**src/rtl/fifo_port_arbiter.sv**
```systemverilog
// Round-robin sharing of one FIFO write port among NREQ producers, plus a single-consumer read sequencer.
// Optional: define FIFO_ARB_TAG_EN to prepend the requester index to every written sample.
module fifo_port_arbiter #(
    parameter int NREQ   = 4,
    parameter int DBITS  = 8,
    parameter int GAP    = 1,
    parameter int RD_LAT = 2,
`ifdef FIFO_ARB_TAG_EN
    localparam int IDW   = $clog2(NREQ),
    localparam int OW    = DBITS + IDW
`else
    localparam int OW    = DBITS
`endif
) (
    input  logic                  SYS_CLK,
    input  logic                  reset,
    input  logic [NREQ-1:0]       req,
    input  logic [NREQ*DBITS-1:0] req_data,
    output logic [NREQ-1:0]       gnt,
    output logic                  fifo_wr,
    output logic [OW-1:0]         fifo_din,
    input  logic                  fifo_full,
    input  logic                  fifo_empty,
    input  logic                  rd_req,
    output logic                  fifo_rd,
    input  logic [OW-1:0]         fifo_dout,
    output logic [OW-1:0]         rd_data,
    output logic                  rd_valid,
    output logic                  rd_busy
);

    localparam int PW = $clog2(NREQ);

    typedef enum logic [1:0] {
        W_IDLE = 2'd0,
        W_STRB = 2'd1,
        W_GAP  = 2'd2
    } wr_state_t;

    typedef enum logic [1:0] {
        R_IDLE = 2'd0,
        R_STRB = 2'd1,
        R_WAIT = 2'd2,
        R_DONE = 2'd3
    } rd_state_t;

    wr_state_t         wr_state_r;
    rd_state_t         rd_state_r;
    logic [PW-1:0]     ptr_r;
    logic [PW-1:0]     win_r;
    logic [3:0]        gap_cnt_r;
    logic [2:0]        lat_cnt_r;
    logic [PW-1:0]     pick_s;
    logic [DBITS-1:0]  sel_data_s;
    logic [OW-1:0]     din_s;

    // First requester at or above the pointer, wrapping past NREQ-1 back to 0.
    function automatic logic [PW-1:0] rr_pick(input logic [NREQ-1:0] r, input logic [PW-1:0] p);
        logic [PW:0]   idx;
        logic [PW-1:0] sel;
        sel = '0;
        for (int k = NREQ - 1; k >= 0; k--) begin
            idx = {1'b0, p} + (PW+1)'(k);
            if (idx >= (PW+1)'(NREQ)) begin
                idx = idx - (PW+1)'(NREQ);
            end
            if (r[idx[PW-1:0]]) begin
                sel = idx[PW-1:0];
            end
        end
        return sel;
    endfunction

    // Winner selection and the data word it would write.
    always_comb begin
        pick_s     = rr_pick(req, ptr_r);
        sel_data_s = req_data[pick_s*DBITS +: DBITS];
`ifdef FIFO_ARB_TAG_EN
        din_s      = {pick_s, sel_data_s};
`else
        din_s      = sel_data_s;
`endif
    end

    // Write sequencer: latch a winner, strobe it for one cycle, then hold off GAP cycles.
    always_ff @(posedge SYS_CLK or negedge reset) begin
        if (!reset) begin
            wr_state_r <= W_IDLE;
            ptr_r      <= '0;
            win_r      <= '0;
            gap_cnt_r  <= 4'd0;
            gnt        <= '0;
            fifo_wr    <= 1'b0;
            fifo_din   <= '0;
        end else begin
            case (wr_state_r)
                W_IDLE: begin
                    gnt     <= '0;
                    fifo_wr <= 1'b0;
                    if ((|req) && !fifo_full) begin
                        win_r      <= pick_s;
                        fifo_din   <= din_s;
                        wr_state_r <= W_STRB;
                    end
                end
                W_STRB: begin
                    gnt     <= NREQ'(1) << win_r;
                    fifo_wr <= 1'b1;
                    if (win_r == PW'(NREQ - 1)) begin
                        ptr_r <= '0;
                    end else begin
                        ptr_r <= win_r + PW'(1);
                    end
                    if (GAP == 0) begin
                        wr_state_r <= W_IDLE;
                    end else begin
                        gap_cnt_r  <= 4'(GAP - 1);
                        wr_state_r <= W_GAP;
                    end
                end
                W_GAP: begin
                    gnt     <= '0;
                    fifo_wr <= 1'b0;
                    if (gap_cnt_r == 4'd0) begin
                        wr_state_r <= W_IDLE;
                    end else begin
                        gap_cnt_r <= gap_cnt_r - 4'd1;
                    end
                end
                default: begin
                    gnt        <= '0;
                    fifo_wr    <= 1'b0;
                    wr_state_r <= W_IDLE;
                end
            endcase
        end
    end

    // Read sequencer: strobe, wait RD_LAT, capture, then pulse rd_valid; busy clears one cycle later.
    always_ff @(posedge SYS_CLK or negedge reset) begin
        if (!reset) begin
            rd_state_r <= R_IDLE;
            lat_cnt_r  <= 3'd0;
            fifo_rd    <= 1'b0;
            rd_data    <= '0;
            rd_valid   <= 1'b0;
            rd_busy    <= 1'b0;
        end else begin
            case (rd_state_r)
                R_IDLE: begin
                    rd_valid <= 1'b0;
                    if (rd_req && !fifo_empty && !rd_busy) begin
                        fifo_rd    <= 1'b1;
                        rd_busy    <= 1'b1;
                        rd_state_r <= R_STRB;
                    end else begin
                        fifo_rd <= 1'b0;
                        rd_busy <= 1'b0;
                    end
                end
                R_STRB: begin
                    fifo_rd    <= 1'b0;
                    lat_cnt_r  <= 3'(RD_LAT - 1);
                    rd_state_r <= R_WAIT;
                end
                R_WAIT: begin
                    if (lat_cnt_r == 3'd0) begin
                        rd_data    <= fifo_dout;
                        rd_state_r <= R_DONE;
                    end else begin
                        lat_cnt_r <= lat_cnt_r - 3'd1;
                    end
                end
                R_DONE: begin
                    rd_valid   <= 1'b1;
                    rd_state_r <= R_IDLE;
                end
                default: begin
                    fifo_rd    <= 1'b0;
                    rd_valid   <= 1'b0;
                    rd_busy    <= 1'b0;
                    rd_state_r <= R_IDLE;
                end
            endcase
        end
    end

endmodule

```
**config.mk**
```make
export PLATFORM = sky130hd
export DESIGN_NAME = fifo_port_arbiter
export DESIGN_NICKNAME = d
export VERILOG_FILES = /design/src/rtl/fifo_port_arbiter.sv
export SDC_FILE = /design/constraint.sdc
export NUM_CORES = 1
export LEC_CHECK = 0
export CAP_MARGIN = 10
export CORE_MARGIN = 1
export CORE_UTILIZATION = 44
export CTS_CLUSTER_DIAMETER = 50
export CTS_CLUSTER_SIZE = 40
export DETAILED_ROUTE_END_ITERATION = 6
export GPL_TIMING_DRIVEN = 0
export MAX_ROUTING_LAYER = met4
export PLACE_DENSITY_LB_ADDON = 0.12
export SYNTH_ARGS = -nofsm -noshare
export SYNTH_HDL_FRONTEND = slang
export SYNTH_SLANG_ARGS = --single-unit
```
**constraint.sdc**
```tcl
create_clock -name SYS_CLK -period 2.3 [get_ports SYS_CLK]
set_input_delay 0.46 -clock SYS_CLK [delete_from_list [all_inputs] [get_ports SYS_CLK]]
set_output_delay 0.46 -clock SYS_CLK [all_outputs]
set_load 0.005 [all_outputs]
```
# --- Yosys cells after proc, flatten, opt, wreduce, memory -nomap -nowiden ---
# Cells that the tools add are included.
totals:
  elab_cells: 98
  ff_bits: 39
  in_bits: 49
  output_inout_bits: 24
op_classes:
  addsub: 10
  n_lt_le_gt_ge: 8
  eq_ne: 12
  n_reduce_logical: 21
  shifts: 2
  muxes: 32
ops:
  columns: ["op", "n"]
  rows:
  - ["32-bit by 6-bit indexed part select with 8-bit output", 1]
  - ["2-bit 2-to-1 mux", 13]
  - ["2-bit by 3-bit less-than comparator with 1-bit output (second input constant)", 4]
  - ["2-bit inequality test (second input constant)", 6]
  - ["2-bit AND reduction", 6]
  - ["3-bit greater-or-equal comparator (second input constant)", 3]
  - ["1-bit binary-select mux with 2-bit select", 4]
  - ["2-bit equality test (second input constant)", 4]
  - ["4-bit 2-to-1 mux", 2]
  - ["2-bit case mux with 4 select lines", 1]
  - ["4-bit case mux with 2 select lines", 1]
  - ["2-bit nonzero test", 4]
  - ["2-bit by 1-bit subtractor with 2-bit output (second input constant)", 4]
  - ["2-bit by 2-bit adder with 3-bit output (second input constant)", 2]
  - ["1-bit 2-to-1 mux", 6]
  - ["2-bit case mux with 3 select lines", 1]
  - ["3-bit case mux with 2 select lines", 1]
  - ["2-bit by 1-bit equality test with 1-bit output (second input constant)", 2]
  - ["2-bit logical NOT", 2]
  - ["4-bit logical NOT", 1]
  - ["1-bit case mux with 2 select lines", 2]
  - ["4-bit OR reduction", 1]
  - ["1-bit by 2-bit << shifter with 4-bit output (first input constant)", 1]
  - ["4-bit by 1-bit subtractor with 4-bit output (second input constant)", 1]
  - ["8 further kinds", 12]

# --- Longest topological paths before layout ---
logic_depth:
  word_depth: 10
  mapped_depth: 8
  depth_no_buf: 6

# --- Worst setup path after synthesis ---
# Ideal clock, no wire load.
synth_timing:
  path_kind: "reg2reg"
  from: "register ptr_r[1]"
  to: "register fifo_din[5]"
  t_required_ns: 2.176
  arrival_ns: 1.708
  n_path_buf: 3
  period_less_slack_ns: 1.832
  slack_ns: 0.468
  setup_ns: 0.124
  stages_incl_launch_ff: 9
  cell_sequence: "dfrtp_1 > buf_6 > mux2_4 > o221ai_2 > buf_6 > buf_12 > mux2i_1 > nor3_1 > a211o_1"
synth_between:
  elab_chain_cells: 10
synth_lines:
  columns: ["element", "line", "text"]
  rows:
  - ["start: declaration", "49", "logic [PW-1:0] ptr_r;"]
  - ["start signal: assignment", "112", "ptr_r <= win_r + PW'(1);"]
  - ["2-bit by 2-bit adder with 3-bit output", "63", "idx = {1'b0, p} + (PW+1)'(k);"]
  - ["3-bit greater-or-equal comparator or 2-bit by 1-bit subtractor with 2-bit output (tied branches)", "64, 65", null]
  - ["2-bit 2-to-1 mux", "64", "if (idx >= (PW+1)'(NREQ)) begin"]
  - ["1-bit binary-select mux with 2-bit select", "67", "if (r[idx[PW-1:0]]) begin"]
  - ["1-bit 2-to-1 mux (implied by the code)", "67", null]
  - ["2-bit 2-to-1 mux (3 in series)", "67", null]
  - ["2-bit 2-to-1 mux *", "67", null]
  - ["32-bit by 6-bit indexed part select with 8-bit output *", "77", "sel_data_s = req_data[pick_s*DBITS +: DBITS];"]
  - ["end signal: assignment", "102", "fifo_din <= din_s;"]
  - ["end: declaration", "21", "output logic [OW-1:0] fifo_din,"]
# Mark *: on every way between the ends. The rest lies on a longest branch, timed or not. The select of a mux whose other input is x is not followed.
# A chain may end at the register's enable or synchronous reset.

# --- Final worst setup path ---
layout_timing:
  from: "input port req[0]"
  to: "register fifo_din[5]"
layout_between:
  elab_chain_cells: 7
layout_lines:
  columns: ["element", "line", "text"]
  rows:
  - ["start: declaration", "17", "input logic [NREQ-1:0] req,"]
  - ["1-bit binary-select mux with 2-bit select", "67", null]
  - ["1-bit 2-to-1 mux (implied by the code)", "67", null]
  - ["2-bit 2-to-1 mux (4 in series)", "67", null]
  - ["32-bit by 6-bit indexed part select with 8-bit output", "77", null]
# Parallel ways exist; a longest one is shown, timed or not. The select of a mux whose other input is x is not followed.

==> results.toml <==
[routing]
wl_per_cell_um = 12.60
routed_wl_um = 3956
dr.pass1.iters = 4
ant_nets = 0
post-route-drc-count = 0
drt-initial-drc-count = 57
vias = 1604
viasPerCell = 5.108

[placed_design]
io_buffer_count = 72
dp_hpwl_um = 2918
place_congestion = 0.7381
preCtsSetupSlack_ns = -0.1744

[sta]
hold_violations = 0
fmax_ghz = 0.4607
skew_ns = 0.004738
setup_slack_ns = 0.1295
worst_slew_pin_slew_ns = 0.8617
period_share_pct = 94.37
finalCriticalPeriod_ns = 2.171
setup_viol = 0
slew-limit-headroom_pct = 42.55
rsz0062_at_grt = "false"
drv_slew = 0

[clock_tree]
cts_hold_buf = 0
cts_made_buffers = 5
clock-root-buffer = "clkbuf_8"
clockBufferDepth = 2
cts_resized = 0
h-tree-depth = 2
postCtsSetupBuffers = 0
cts_tree = "yes"
cts.reportedPaths.clkPinSlew_ns = 0.08
clock-sinks = 39
clk_latency_ns = 0.29

[floorplanning]
die_area_um2 = 4838
rows = 24
core_region_area_um2 = 4384
dieWidth_um = 69.56
fp.dieH_um = 69.56
ioPinCount = 73
initial_core_util_pct = 45.80

[power]
powerDensity_nw_per_um2 = 1007
total_power_uw = 2893
power_leakage_uw = 0.001349
ir_worst_vdd_mv = 0.5807

[yosys]
synth.avg_cell_area_um2 = 11.03
synth_area_um2 = 2008
synth_mux_area_share_pct = 14.33
synthArstFlopShare_pct = 100.0
synth.distinct_cells = 31
seq_area_frac_synth_pct = 48.60
yosysWarnings = 0
ys_seq_elements = 39
synth_top_flop_cell = "dfrtp_1"
yosys.area_share.adder_pct = 7.477
synth-edff-count = 0
synth-xor-area-share_pct = 0.8723
synthSimpleGateAreaFrac_pct = 12.34
synthesis.nets = 243
synth_top_family_by_area = "multiplexers"
synth_compound_area_share_pct = 11.03
syn-instance-count = 182

[critical_path]
critPathCaptureType = "flip-flop"
crit_type = "in2reg"
cp_slowest_cell = "clkdlybuf4s50_1"
required_ns = 2.48
r2r_cells = 8
crit_chain = "clkdlybuf4s50_1 > or3b_1 > o221ai_2 > buf_6 > buf_12 > mux2i_1 > nor3_1 > a211o_1"
critPathLaunchType = "input pin"
slowest_delay_ns = 0.55
crit_fanout = 10
arrival_ns = 2.35

[global_route]
grtUsageTotal_pct = 19.24
grt_pass1_vias = 1650
grt_max_degree = 40
grt_overflow_total = 0
grt_pass1_wl_um = 7162
antenna_found_initial = 0

[layout]
area_growth_pct = 43.12
drive_gt1_share_pct = 9.160
layout_commonest_cell = "clkdlybuf4s50_1"
utilization_pct = 65.55
layout_common_cells = "71 x clkdlybuf4s50_1, 39 x dfrtp_1, 19 x nor3_1"
antenna-diode-count = 0
nets = 322

[run_status]
status = "completed"

[job]
drv_cap = 0

[min_path]
hp-class = "in2async"
## worst max-delay path, delay by kind of cell
| family | cells | cell delay, ns |
|---|---|---|
| compound gates | 2 | 0.34 |
| buf+inv | 3 | 0.88 |
| mux | 1 | 0.20 |
| simple gates | 2 | 0.46 |
## kinds of logic after synthesis
| logic type | Yosys count |
|---|---|
| muxes | 27 |
| DFF | 39 |
| and+or+nand+nor | 51 |
| adders and majority gates | 12 |
| AOI/OAI and AO/OA | 31 |
| buffers and inverters | 20 |
| xor gates and xnor gates | 2 |
## per-layer routing
metal	vias up	part of all wire [%]	wire length, µm	GRT usage [%]
li1	795	-	-	-
met4	0	1.3	51	4.989
met5	-	0	0	-
met3	4	6.8	269	6.395
met1	755	47	1854	24.07
met2	50	45	1780	30.10
## power breakdown
| part | internal, µW | leakage [µW] | switching [µW] |
|---|---|---|---|
| Combinational | 803 | 0.000815 | 545 |
| Clock | 212 | 0.0000412 | 243 |
| Sequential | 939 | 0.000492 | 151 |
## Yosys cell counts, drive strengths merged, types with 3 or more instances
cell | n | area (µm²)
dfrtp | 39 | 975.9
nor3 | 19 | 95.09
mux2i | 16 | 160.2
inv | 13 | 48.80
ha | 12 | 150.1
mux2 | 11 | 127.6
nand2 | 10 | 37.54
o21ai | 10 | 50.05
nor2 | 9 | 33.78
a211o | 8 | 70.07
buf | 5 | 51.29
and2 | 4 | 25.02
a21oi | 3 | 15.01
nand2b | 3 | 18.77
nand3 | 3 | 15.01
## path summary, 6_finish.rpt
kind                       slack [ns]   startpoint      endpoint
max                              0.13       req[0]   fifo_din[5]
min                              0.28        reset  gap_cnt_r[3]
max reg2reg                      0.33     ptr_r[1]   fifo_din[5]
min reg2reg                      0.49  fifo_din[4]   fifo_din[4]
max in group asynchronous        1.48        reset  gap_cnt_r[2]
min in group SYS_CLK             0.49  fifo_din[4]   fifo_din[4]
## through the flow
step	instance area, µm²	instances	TNS [ns]	hold WS [ns]
6_report	2874	314	0	0.2799
5_1_grt	2874	314	0	0.3641
4_1_cts	2874	314	0	0.3104
3_5_place_dp	2789	306	-1.247	0.4784
3_3_place_gp	2794	306	-8.978	0.4694
2_1_floorplan	2008	182	0	0.1644
## flip-flops by register name, indices dropped and copies added (netlist names)
name / count
gap_cnt_r: 4
ptr_r: 2
fifo_wr: 1
rd_valid: 1
rd_data: 8
gnt: 4
rd_state_r: 2
fifo_rd: 1
lat_cnt_r: 3
win_r: 2
wr_state_r: 2
rd_busy: 1
fifo_din: 8
## cell type report
cell class                      count  area (µm²)
Clock buffer                        6       72.57
Multi-Input combinational cell    123       924.6
Timing Repair Buffer               72       715.7
Clock inverter                      2       12.51
Fill cell                         379        1510
Inverter                           13       48.80
Sequential cell                    39       975.9
Tap cell                           52       65.06
Buffer                              7       58.81
Note: power is estimated with default switching activity, not from simulation.
